## src/rtl/multicycle_ctrl_pkg.sv

```systemverilog
`default_nettype none
// ============================================================================
//  multicycle_ctrl_pkg
//  State encodings, opcodes and select codes shared by the multi-cycle control.
//  Revision: 1.0
// ============================================================================
package multicycle_ctrl_pkg;

    typedef enum logic [3:0] {
        ST_RESET    = 4'd0,
        ST_FETCH    = 4'd1,
        ST_DECODE   = 4'd2,
        ST_MEM_ADDR = 4'd3,
        ST_MEM_RD   = 4'd4,
        ST_MEM_WB   = 4'd5,
        ST_MEM_WR   = 4'd6,
        ST_R_EXEC   = 4'd7,
        ST_R_WB     = 4'd8,
        ST_BRANCH   = 4'd9,
        ST_JUMP     = 4'd10,
        ST_HALT     = 4'd11
    } state_t;

    localparam logic [5:0] OP_RTYPE = 6'b000000;
    localparam logic [5:0] OP_LW    = 6'b100011;
    localparam logic [5:0] OP_SW    = 6'b101011;
    localparam logic [5:0] OP_BEQ   = 6'b000100;
    localparam logic [5:0] OP_J     = 6'b000010;

    localparam logic [1:0] ALUOP_ADD   = 2'b00;
    localparam logic [1:0] ALUOP_SUB   = 2'b01;
    localparam logic [1:0] ALUOP_FUNCT = 2'b10;

    localparam logic [1:0] ALUSRCB_B       = 2'b00;
    localparam logic [1:0] ALUSRCB_FOUR    = 2'b01;
    localparam logic [1:0] ALUSRCB_IMM     = 2'b10;
    localparam logic [1:0] ALUSRCB_IMM_SH2 = 2'b11;

    localparam logic [1:0] PCSRC_ALU    = 2'b00;
    localparam logic [1:0] PCSRC_ALUOUT = 2'b01;
    localparam logic [1:0] PCSRC_JUMP   = 2'b10;

    localparam int WAIT_CNT_W = 8;

    // States that hold an outstanding memory access and are watched by the timer.
    function automatic logic is_wait_state(input state_t st);
        return (st == ST_FETCH) || (st == ST_MEM_RD) || (st == ST_MEM_WR);
    endfunction

endpackage
`default_nettype wire

```

## src/rtl/multicycle_ctrl_if.sv

```systemverilog
`default_nettype none
// ============================================================================
//  multicycle_ctrl_if
//  Control bundle between the multi-cycle control FSM and the datapath.
//  Revision: 1.0
// ============================================================================
interface multicycle_ctrl_if;

    logic [5:0] opcode;
    logic       mem_ready;
    logic       pc_write;
    logic       pc_write_cond;
    logic       i_or_d;
    logic       mem_read;
    logic       mem_write;
    logic       ir_write;
    logic       mem_to_reg;
    logic       reg_dst;
    logic       reg_write;
    logic       alu_src_a;
    logic [1:0] alu_src_b;
    logic [1:0] ALU_op;
    logic [1:0] pc_source;
    logic       illegal_op;
    logic       mem_fault;

    modport master (
        input  opcode, mem_ready,
        output pc_write, pc_write_cond, i_or_d, mem_read, mem_write, ir_write,
               mem_to_reg, reg_dst, reg_write, alu_src_a, alu_src_b, ALU_op,
               pc_source, illegal_op, mem_fault
    );

    modport slave (
        output opcode, mem_ready,
        input  pc_write, pc_write_cond, i_or_d, mem_read, mem_write, ir_write,
               mem_to_reg, reg_dst, reg_write, alu_src_a, alu_src_b, ALU_op,
               pc_source, illegal_op, mem_fault
    );

endinterface
`default_nettype wire

```

## src/rtl/multicycle_ctrl_mem_wait_timer.sv

```systemverilog
`default_nettype none
// ============================================================================
//  mem_wait_timer
//  Counts consecutive memory wait cycles; expired flags the cycle that hits limit.
//  Revision: 1.0
// ============================================================================
module mem_wait_timer
    import multicycle_ctrl_pkg::*;
(
    input  wire logic                  clk,
    input  wire logic                  rst_n,
    input  wire logic                  clear,
    input  wire logic                  enable,
    input  wire logic [WAIT_CNT_W-1:0] limit,
    output logic                       expired
);

    logic [WAIT_CNT_W-1:0] r_count;

    // Expires on the wait cycle that would make the count equal to limit.
    assign expired = enable && (({1'b0, r_count} + 9'd1) >= {1'b0, limit});

    always_ff @(posedge clk or negedge rst_n) begin
        if (!rst_n) begin
            r_count <= '0;
        end else if (clear) begin
            r_count <= '0;
        end else if (enable && (r_count != '1)) begin
            r_count <= r_count + 1'b1;
        end
    end

endmodule
`default_nettype wire

```

## src/rtl/multicycle_ctrl.sv

```systemverilog
`default_nettype none
// ============================================================================
//  multicycle_ctrl
//  Main control FSM of the multi-cycle MIPS datapath with memory wait watchdog.
//  Revision: 1.0
// ============================================================================
module multicycle_ctrl
    import multicycle_ctrl_pkg::*;
#(
    parameter int unsigned TIMEOUT_CYCLES = 255
) (
    input  wire logic      clk,
    input  wire logic      rst_n,
    multicycle_ctrl_if.master bus
);

    localparam logic [WAIT_CNT_W-1:0] C_LIMIT = WAIT_CNT_W'(TIMEOUT_CYCLES);

    state_t r_state;
    logic   r_is_store;
    logic   w_timer_en;
    logic   w_expired;

    // Any cycle that is not a stalled access resets the count, including exits.
    assign w_timer_en = is_wait_state(r_state) && !bus.mem_ready;

    mem_wait_timer u_mem_wait_timer (
        .clk     (clk),
        .rst_n   (rst_n),
        .clear   (!w_timer_en),
        .enable  (w_timer_en),
        .limit   (C_LIMIT),
        .expired (w_expired)
    );

    always_ff @(posedge clk or negedge rst_n) begin
        if (!rst_n) begin
            r_state    <= ST_RESET;
            r_is_store <= 1'b0;
        end else begin
            case (r_state)
                ST_RESET:    r_state <= ST_FETCH;
                ST_FETCH: begin
                    if (bus.mem_ready)  r_state <= ST_DECODE;
                    else if (w_expired) r_state <= ST_HALT;
                end
                ST_DECODE: begin
                    case (bus.opcode)
                        OP_LW: begin
                            r_is_store <= 1'b0;
                            r_state    <= ST_MEM_ADDR;
                        end
                        OP_SW: begin
                            r_is_store <= 1'b1;
                            r_state    <= ST_MEM_ADDR;
                        end
                        OP_RTYPE: r_state <= ST_R_EXEC;
                        OP_BEQ:   r_state <= ST_BRANCH;
                        OP_J:     r_state <= ST_JUMP;
                        default:  r_state <= ST_FETCH;
                    endcase
                end
                ST_MEM_ADDR: r_state <= r_is_store ? ST_MEM_WR : ST_MEM_RD;
                ST_MEM_RD: begin
                    if (bus.mem_ready)  r_state <= ST_MEM_WB;
                    else if (w_expired) r_state <= ST_HALT;
                end
                ST_MEM_WB:   r_state <= ST_FETCH;
                ST_MEM_WR: begin
                    if (bus.mem_ready)  r_state <= ST_FETCH;
                    else if (w_expired) r_state <= ST_HALT;
                end
                ST_R_EXEC:   r_state <= ST_R_WB;
                ST_R_WB:     r_state <= ST_FETCH;
                ST_BRANCH:   r_state <= ST_FETCH;
                ST_JUMP:     r_state <= ST_FETCH;
                ST_HALT:     r_state <= ST_HALT;
                default:     r_state <= ST_RESET;
            endcase
        end
    end

    always_comb begin
        bus.pc_write      = 1'b0;
        bus.pc_write_cond = 1'b0;
        bus.i_or_d        = 1'b0;
        bus.mem_read      = 1'b0;
        bus.mem_write     = 1'b0;
        bus.ir_write      = 1'b0;
        bus.mem_to_reg    = 1'b0;
        bus.reg_dst       = 1'b0;
        bus.reg_write     = 1'b0;
        bus.alu_src_a     = 1'b0;
        bus.alu_src_b     = ALUSRCB_B;
        bus.ALU_op        = ALUOP_ADD;
        bus.pc_source     = PCSRC_ALU;
        bus.illegal_op    = 1'b0;
        bus.mem_fault     = 1'b0;
        case (r_state)
            ST_FETCH: begin
                bus.mem_read  = 1'b1;
                bus.alu_src_b = ALUSRCB_FOUR;
                bus.ir_write  = bus.mem_ready;
                bus.pc_write  = bus.mem_ready;
            end
            ST_DECODE: begin
                bus.alu_src_b  = ALUSRCB_IMM_SH2;
                bus.illegal_op = !((bus.opcode == OP_LW) || (bus.opcode == OP_SW) ||
                                   (bus.opcode == OP_RTYPE) || (bus.opcode == OP_BEQ) ||
                                   (bus.opcode == OP_J));
            end
            ST_MEM_ADDR: begin
                bus.alu_src_a = 1'b1;
                bus.alu_src_b = ALUSRCB_IMM;
            end
            ST_MEM_RD: begin
                bus.mem_read = 1'b1;
                bus.i_or_d   = 1'b1;
            end
            ST_MEM_WB: begin
                bus.reg_write  = 1'b1;
                bus.mem_to_reg = 1'b1;
            end
            ST_MEM_WR: begin
                bus.mem_write = 1'b1;
                bus.i_or_d    = 1'b1;
            end
            ST_R_EXEC: begin
                bus.alu_src_a = 1'b1;
                bus.ALU_op    = ALUOP_FUNCT;
            end
            ST_R_WB: begin
                bus.reg_write = 1'b1;
                bus.reg_dst   = 1'b1;
            end
            ST_BRANCH: begin
                bus.alu_src_a     = 1'b1;
                bus.ALU_op        = ALUOP_SUB;
                bus.pc_write_cond = 1'b1;
                bus.pc_source     = PCSRC_ALUOUT;
            end
            ST_JUMP: begin
                bus.pc_write  = 1'b1;
                bus.pc_source = PCSRC_JUMP;
            end
            ST_HALT:  bus.mem_fault = 1'b1;
            default: ;
        endcase
    end

endmodule
`default_nettype wire

```

## src/flat_wrapper.sv

```systemverilog
// flat-port wrapper written by rule: the top's interface ports become plain ports
module multicycle_ctrl_flat import multicycle_ctrl_pkg::*;
#(
    parameter int unsigned TIMEOUT_CYCLES = 255
)
  (clk, rst_n, bus_opcode, bus_mem_ready, bus_pc_write, bus_pc_write_cond, bus_i_or_d, bus_mem_read, bus_mem_write, bus_ir_write, bus_mem_to_reg, bus_reg_dst, bus_reg_write, bus_alu_src_a, bus_alu_src_b, bus_ALU_op, bus_pc_source, bus_illegal_op, bus_mem_fault);
  multicycle_ctrl_if bus_i ();
  input  wire logic clk;
  input  wire logic rst_n;
  input wire logic [$bits(bus_i.opcode)-1:0] bus_opcode;
  input wire logic [$bits(bus_i.mem_ready)-1:0] bus_mem_ready;
  output wire logic [$bits(bus_i.pc_write)-1:0] bus_pc_write;
  output wire logic [$bits(bus_i.pc_write_cond)-1:0] bus_pc_write_cond;
  output wire logic [$bits(bus_i.i_or_d)-1:0] bus_i_or_d;
  output wire logic [$bits(bus_i.mem_read)-1:0] bus_mem_read;
  output wire logic [$bits(bus_i.mem_write)-1:0] bus_mem_write;
  output wire logic [$bits(bus_i.ir_write)-1:0] bus_ir_write;
  output wire logic [$bits(bus_i.mem_to_reg)-1:0] bus_mem_to_reg;
  output wire logic [$bits(bus_i.reg_dst)-1:0] bus_reg_dst;
  output wire logic [$bits(bus_i.reg_write)-1:0] bus_reg_write;
  output wire logic [$bits(bus_i.alu_src_a)-1:0] bus_alu_src_a;
  output wire logic [$bits(bus_i.alu_src_b)-1:0] bus_alu_src_b;
  output wire logic [$bits(bus_i.ALU_op)-1:0] bus_ALU_op;
  output wire logic [$bits(bus_i.pc_source)-1:0] bus_pc_source;
  output wire logic [$bits(bus_i.illegal_op)-1:0] bus_illegal_op;
  output wire logic [$bits(bus_i.mem_fault)-1:0] bus_mem_fault;
  assign bus_i.opcode = bus_opcode;
  assign bus_i.mem_ready = bus_mem_ready;
  assign bus_pc_write = bus_i.pc_write;
  assign bus_pc_write_cond = bus_i.pc_write_cond;
  assign bus_i_or_d = bus_i.i_or_d;
  assign bus_mem_read = bus_i.mem_read;
  assign bus_mem_write = bus_i.mem_write;
  assign bus_ir_write = bus_i.ir_write;
  assign bus_mem_to_reg = bus_i.mem_to_reg;
  assign bus_reg_dst = bus_i.reg_dst;
  assign bus_reg_write = bus_i.reg_write;
  assign bus_alu_src_a = bus_i.alu_src_a;
  assign bus_alu_src_b = bus_i.alu_src_b;
  assign bus_ALU_op = bus_i.ALU_op;
  assign bus_pc_source = bus_i.pc_source;
  assign bus_illegal_op = bus_i.illegal_op;
  assign bus_mem_fault = bus_i.mem_fault;
  multicycle_ctrl #(.TIMEOUT_CYCLES(TIMEOUT_CYCLES)) u_core (.clk(clk), .rst_n(rst_n), .bus(bus_i));
endmodule
```

## config.mk

```make
export PLATFORM = sky130hd
export DESIGN_NAME = multicycle_ctrl_flat
export DESIGN_NICKNAME = d
export VERILOG_FILES = /design/src/rtl/multicycle_ctrl_pkg.sv /design/src/rtl/multicycle_ctrl_if.sv /design/src/rtl/multicycle_ctrl_mem_wait_timer.sv /design/src/rtl/multicycle_ctrl.sv /design/src/flat_wrapper.sv
export SDC_FILE = /design/constraint.sdc
export NUM_CORES = 1
export LEC_CHECK = 0
export BUFFER_PORTS_ARGS = -buffer_cell sky130_fd_sc_hd__clkbuf_2
export CORE_MARGIN = 4
export CORE_UTILIZATION = 49
export CTS_CLUSTER_SIZE = 16
export DETAILED_ROUTE_END_ITERATION = 8
export PLACE_DENSITY_LB_ADDON = 0.25
export SYNTH_ARGS = -nofsm -noshare
export SYNTH_HDL_FRONTEND = slang
export SYNTH_HIERARCHICAL = 1
export SYNTH_SLANG_ARGS = --single-unit
```

## constraint.sdc

```tcl
create_clock -name clk -period 2.5 [get_ports clk]
set_input_delay 0.125 -clock clk [delete_from_list [all_inputs] [get_ports clk]]
set_output_delay 0.125 -clock clk [all_outputs]
set_load 0.02 [all_outputs]
```

== Word-level counts from Yosys, hierarchy flattened ==
Cells that the tools add are included.

* Flip-flop bits (word level): 13
* Input port bits: 9
* Word-level logic and storage cells: 69
* Output and inout port bits: 18

* Equal/unequal tests: 17
* Order comparisons: 1
* Add/sub/neg operators: 2
* Mux-type cells: 25
* Reduce and logical (&&, ||, !) cells: 21

{| class="wikitable"
|+ Operator list
! operator !! count
|-
| one-hot mux 4 bit (8 select lines) || 1
|-
| == test 4 x 3 -> 1 bit, second input constant || 4
|-
| == test 4 bit, second input constant || 4
|-
| two-way mux 4 bit || 4
|-
| two-way mux 8 bit || 2
|-
| one-hot mux 4 bit (4 select lines) || 1
|-
| == test 6 bit, second input constant || 2
|-
| two-way mux 1 bit || 11
|-
| adder 8 x 1 -> 9 bit, second input constant || 1
|-
| greater-or-equal comparator 9 x 8 -> 1 bit, second input constant || 1
|-
| adder 8 x 1 -> 8 bit, second input constant || 1
|-
| == test 4 x 2 -> 1 bit, second input constant || 2
|-
| != test 8 bit, second input constant || 1
|-
| one-hot mux 2 bit (2 select lines) || 2
|-
| OR reduction 2 bit || 4
|-
| == test 6 x 2 -> 1 bit, second input constant || 1
|-
| == test 6 x 3 -> 1 bit, second input constant || 1
|-
| logical NOT 6 bit || 1
|-
| logical OR 1 bit || 6
|-
| one-hot mux 2 bit (3 select lines) || 1
|-
| OR reduction 5 bit || 1
|-
| == test 4 x 1 -> 1 bit, second input constant || 1
|-
| logical NOT 4 bit || 1
|-
| one-hot mux 1 bit (2 select lines) || 2
|-
| other kinds (7) || 10
|}

== Longest topological paths before layout ==
* Word-level depth: 8
* Depth in mapped cells: 12
* Depth with buffers taken out: 12

== By module ==
The synthesis kept the hierarchy.

{| class="wikitable"
|+ By module, submodules not included
! module !! seq. area each (um^2) !! area an instance (um^2) !! times used !! cells each
|-
| mem_wait_timer || 200.2 || 663.1 || 1 || 77
|-
| multicycle_ctrl || 125.1 || 573.0 || 1 || 76
|}

== Least setup slack after synthesis ==
Ideal clock, no wire load.

* Kind: flip-flop to flip-flop
* Start point: reg u_core.u_mem_wait_timer.r_count[0]
* End point: reg u_core.r_state[1]
* Setup time: 0.126 ns
* Cell stages (with the launch flop): 12
* Path buffers: 0
* Data required time: 2.374 ns
* Setup slack: 0.146 ns
* Data arrival time: 2.228 ns
* Period minus slack after synthesis: 2.354 ns
* Path through: dfrtp_1 -> ha_1 -> nand2_1 -> nor2_1 -> xnor2_1 -> ha_1 -> nand2_1 -> nor2_1 -> a21oi_1 -> o21ai_0 -> or2_2 -> a221o_1

* Longest elaborated chain between the ends: 6
* Elaborated cells between the ends (all ways): 8
* Classes of those cells: add/sub: 1; order compare: 1; mux: 5; reduce/logical: 1

{| class="wikitable"
|+ RTL lines
! item !! RTL line !! RTL
|-
| start, declared || multicycle_ctrl_mem_wait_timer.sv:18 || <nowiki>logic [WAIT_CNT_W-1:0] r_count;</nowiki>
|-
| start signal, assigned || multicycle_ctrl_mem_wait_timer.sv:29 || <nowiki>r_count <= r_count + 1'b1;</nowiki>
|-
| adder 8 x 1 -> 9 bit (*) || multicycle_ctrl_mem_wait_timer.sv:21 || <nowiki>assign expired = enable && (({1'b0, r_count} + 9'd1) >= {1'b0, limit});</nowiki>
|-
| greater-or-equal comparator 9 x 8 -> 1 bit (*) || multicycle_ctrl_mem_wait_timer.sv:21 ||
|-
| logical AND 1 bit (*) || multicycle_ctrl_mem_wait_timer.sv:21 ||
|-
| named net u_core.w_expired || multicycle_ctrl.sv:22 || <nowiki>logic w_expired;</nowiki>
|-
| two-way mux 4 bit (*) || -- ||
|-
| two-way mux 4 bit, on equally long branches || -- ||
|-
| one-hot mux 4 bit (8 select lines) (*) || -- ||
|-
| end signal, assigned || multicycle_ctrl.sv:63 || <nowiki>ST_MEM_ADDR: r_state <= r_is_store ? ST_MEM_WR : ST_MEM_RD;</nowiki>
|-
| end, declared || multicycle_ctrl.sv:19 || <nowiki>state_t r_state;</nowiki>
|}

The timed path passes the listed nets; every way through them passes the cells marked *.
A chain may end at the register's enable or synchronous reset.

== Worst setup path in the final report ==
Ends and elaborated chain as after synthesis.

==> run summary <==
The run finished with clean final reports. The worst hold slack across all endpoints is approximately 0.094 ns. The critical path goes through ha_2 > nand2_1 > nor2_1 > xnor2_1 > ha_1 > nand2_1 > nor2_1 > a21oi_2 > o21ai_2 > or2_2 > a221o_1. The overall via count from detail_route is 1237. The total congestion overflow after global routing came out at 0. The total leakage power came out at ~0.78 nW. The post-layout utilization of the core came out at 0.6634. In this run the vertical extent of the chip is about 58 um. At the worst endpoint, the required time is ~2.7 ns. The clock tree from TritonCTS is yes.

The area of the placeable core came out at approximately 2300 um^2. The number of hold violations in the final report is 0. The effective utilization at floorplan came out at 0.5381. The number of placement rows came out at 17. The number of placed instances, taps included, is 213. The setup path with the least slack is of type register to register. The critical path capture point type is a register.

The sort of element at the start of the critical path is a register. The destination of the worst register-to-register timing path is u_core/r_state[1]. The clock root buffer is clkbuf_4. Using the TritonRoute via totals, the vias-per-cell ratio works out to roughly 5.6.

The maximum buffer depth of the clock tree is 2. The H-tree depth reported by CTS came out at 1. The layout cell share with drive strength beyond 1 came out at 0.3021. After routing the design area is 1524 um^2.

The x dimension of the die is about 58 um. For this run, the number of Yosys warnings is 6. The data arrival time of the worst path is roughly 2.5 ns.

The number of global-route vias before repair is 1148. The internal reg-to-reg setup slack is around 0.12 ns. Buffers inserted during clock tree synthesis total 3.

For this design the top-level I/O count stands at 27. The count of distinct cell types in the synthesized netlist came out at between 50 and 60. The count of final setup violators came out at 0. The maximum number of pins on one net before global-route repair came out at 18.

Along the worst path, the maximum fanout reaches 5. The total power came out at 0.3764 mW. Based on the critical path, the design can be clocked at up to roughly 420 MHz. The per-instance average area after synthesis is ~8 um^2. The max-slew violation count is 0. The setup total negative slack is 0 ns. The final routed DRC violation total is 0. The worst reg-to-reg path cell count is 11. Dividing the final minimum period by the clock period gives 0.9507. The source of the worst register-to-register timing path is u_core/u_mem_wait_timer/r_count[0]. For hold timing, the worst endpoint is u_core/r_is_store.

After legalization and detailed placement, the total HPWL measured between 2000 and 2500 um. The antenna violation net count after detailed routing is 0. The layout has roughly 210 filler cells.

The global routing usage summed across all routing layers is 0.1773. The critical path's slowest cell is dfrtp_1. The count of input and output buffers is 26. The initial antenna violation count came out at 0. The first detailed-routing pass took 4 iterations. The count of cells along the worst hold path came out at 2. The total wire length is roughly 2800 um. The final setup slack of the worst path came out at between 0.1 and 0.15 ns. The worst-skew pair later-pin latency came out at 0.28 ns. In this run, synthesis produced a sequential element count of 13.

The cell area after placement came out at approximately 1400 um^2. The routed design could run at a clock period as short as about 2.4 ns. The sequential fraction of the synthesis area came out at 0.2632. The classification of the worst-slack hold path is input port to register. The per-cell routed wire length is 12.87 um. In this design, the stage delay of the slowest critical-path cell is 0.40 ns.

The worst setup slack after placement came out at -0.01453 ns. The count of inserted antenna diode cells is 0. The max capacitance violation total came out at 0. The start point of the worst min-delay path is bus_opcode[3]. The layout-stage area growth over the synthesis result came out at 23.28%.

The clock-pin slew on the worst setup and hold paths came out at 0.08 ns. The post-route non-filler standard cell count came out at 220. On the final layout, the worst clock skew is between 0.004 and 0.005 ns.

The power density of the placed cells is around 250 nW/um^2. In this run the cell area of the synthesized design comes to approximately 1200 um^2. The number of clock sinks seen by CTS is 13. The congestion estimate from routability-driven global placement came to 0.8943. The cell count after synthesis came out at ~150. In the final design database the tool counted about 210 nets. The wire length of the first global-routing pass came out at between 4000 and 5000 um. After the first detailed-routing iteration, the DRC count stood at 58. The floorplan step defined a die boundary enclosing roughly 3400 um^2. The largest voltage drop on the vdd net is around 0.00022 V.
-- cell usage after synthesis, drive strengths merged --
cell,count,area share
nor2,18,0.055
dfrtp,13,0.26
inv,13,0.039
a21oi,10,0.040
nand2,10,0.030
ha,9,0.091
o21ai,8,0.035
xnor2,7,0.050
clkbuf,6,0.019
nor3,6,0.028
nand3,5,0.028
nand2b,4,0.020
xor2,4,0.028
a211oi,3,0.022
buf,3,0.016
nor3b,3,0.018
or2,3,0.015
mux2,2,0.018
nor4,2,0.022
o221a,2,0.018
o22ai,2,0.010
or3b,2,0.014
a21o,1,0.0061
a221o,1,0.0081
a311oi,1,0.0071
a32o,1,0.0081
and2,1,0.0051
and3,1,0.0051
conb,1,0.0030
mux2i,1,0.0081
nand4,1,0.0051
nor2b,1,0.0051
o211ai,1,0.0061
o221ai,1,0.0071
o311ai,1,0.0071
o31ai,1,0.0061
o32ai,1,0.0071
or3,1,0.0051
or4,1,0.0061
or4b,1,0.011
-- timing repair --
action,CTS,global route
gates resized for setup,1,6
setup endpoints to repair,1,3
hold buffers,1,0
buffers inserted,1,1
hold endpoints to repair,13,0
-- final cells by class --
cell class / instances / area (um^2) / area share
clock buffers: 3 / 22.52 / 0.01478
clock inverters: 1 / 5.005 / 0.003284
inverters: 13 / 48.80 / 0.03202
multi-input cells: 125 / 872.1 / 0.5722
flip-flops and latches: 13 / 325.3 / 0.2135
well taps: 28 / 35.03 / 0.02299
repair buffers: 37 / 215.2 / 0.1412
-- cell families (layout without fill, tap and decap cells) --
| logic type | count (synthesis) | in the layout | synth area share |
|---|---|---|---|
| and+or+nand+nor | 60 | 60 | 0.2743 |
| buffers and inverters | 22 | 54 | 0.07489 |
| muxes | 3 | 3 | 0.02631 |
| xor gates and xnor gates | 11 | 11 | 0.07793 |
| AOI/OAI and AO/OA | 34 | 34 | 0.1893 |
| other | 1 | 8 | 0.003034 |
| adders and majority gates | 9 | 9 | 0.09109 |
| DFF | 13 | 13 | 0.2632 |
-- registers in the layout, indices dropped and copies added, names as in the netlist --
| signal | cells |
|---|---|
| u_core/u_mem_wait_timer/r_count | 8 |
| u_core/r_state | 4 |
| u_core/r_is_store | 1 |
-- report_power, final --
group,leakage [nW],switching (mW),internal (mW)
sequential,0.166,0.0000859,0.210
combinational,0.593,0.0221,0.0136
clock,0.0177,0.0711,0.0593
-- routing by layer --
layer	global-route usage	up-vias	routed length, um
met2	0.2839	51	1340
met4	0.04305	0	0
met1	0.2497	575	1284
met3	0.02673	0	205
li1	-	611	-
met5	0	-	0
-- worst max-delay path, delay by kind of cell, from the launching register on --
| kind | cells | cell delay [ns] |
|---|---|---|
| simple gates | 5 | 0.67 |
| compound gates | 3 | 0.57 |
| fa+ha+maj | 2 | 0.53 |
| flops | 1 | 0.40 |
| xor+xnor | 1 | 0.09 |
-- layout by cell type, fill, tap and decap left out, types with 8 or more instances in the layout --
| cell | count |
|---|---|
| dfrtp_1 | 13 |
| nand2_1 | 10 |
| inv_1 | 13 |
| a21oi_1 | 9 |
| buf_4 | 10 |
| nor2_1 | 18 |
| clkbuf_2 | 26 |
| conb_1 | 8 |
| ha_1 | 8 |
-- worst max-delay path by stage --
stage,from,to,slack [ns],depth (start not counted)
floorplan,u_core/u_mem_wait_timer/r_count[0],u_core/r_state[1],0.15,11
global placement,u_core/u_mem_wait_timer/r_count[0],u_core/r_state[1],0.11,11
detailed placement,u_core/u_mem_wait_timer/r_count[0],u_core/r_state[1],-0.01,11
CTS,u_core/u_mem_wait_timer/r_count[0],u_core/r_state[1],0.008,11
global route,u_core/u_mem_wait_timer/r_count[0],u_core/r_state[1],-0.004,11
finish,u_core/u_mem_wait_timer/r_count[0],u_core/r_state[1],0.12,11
(Power assumes the default switching activity.)
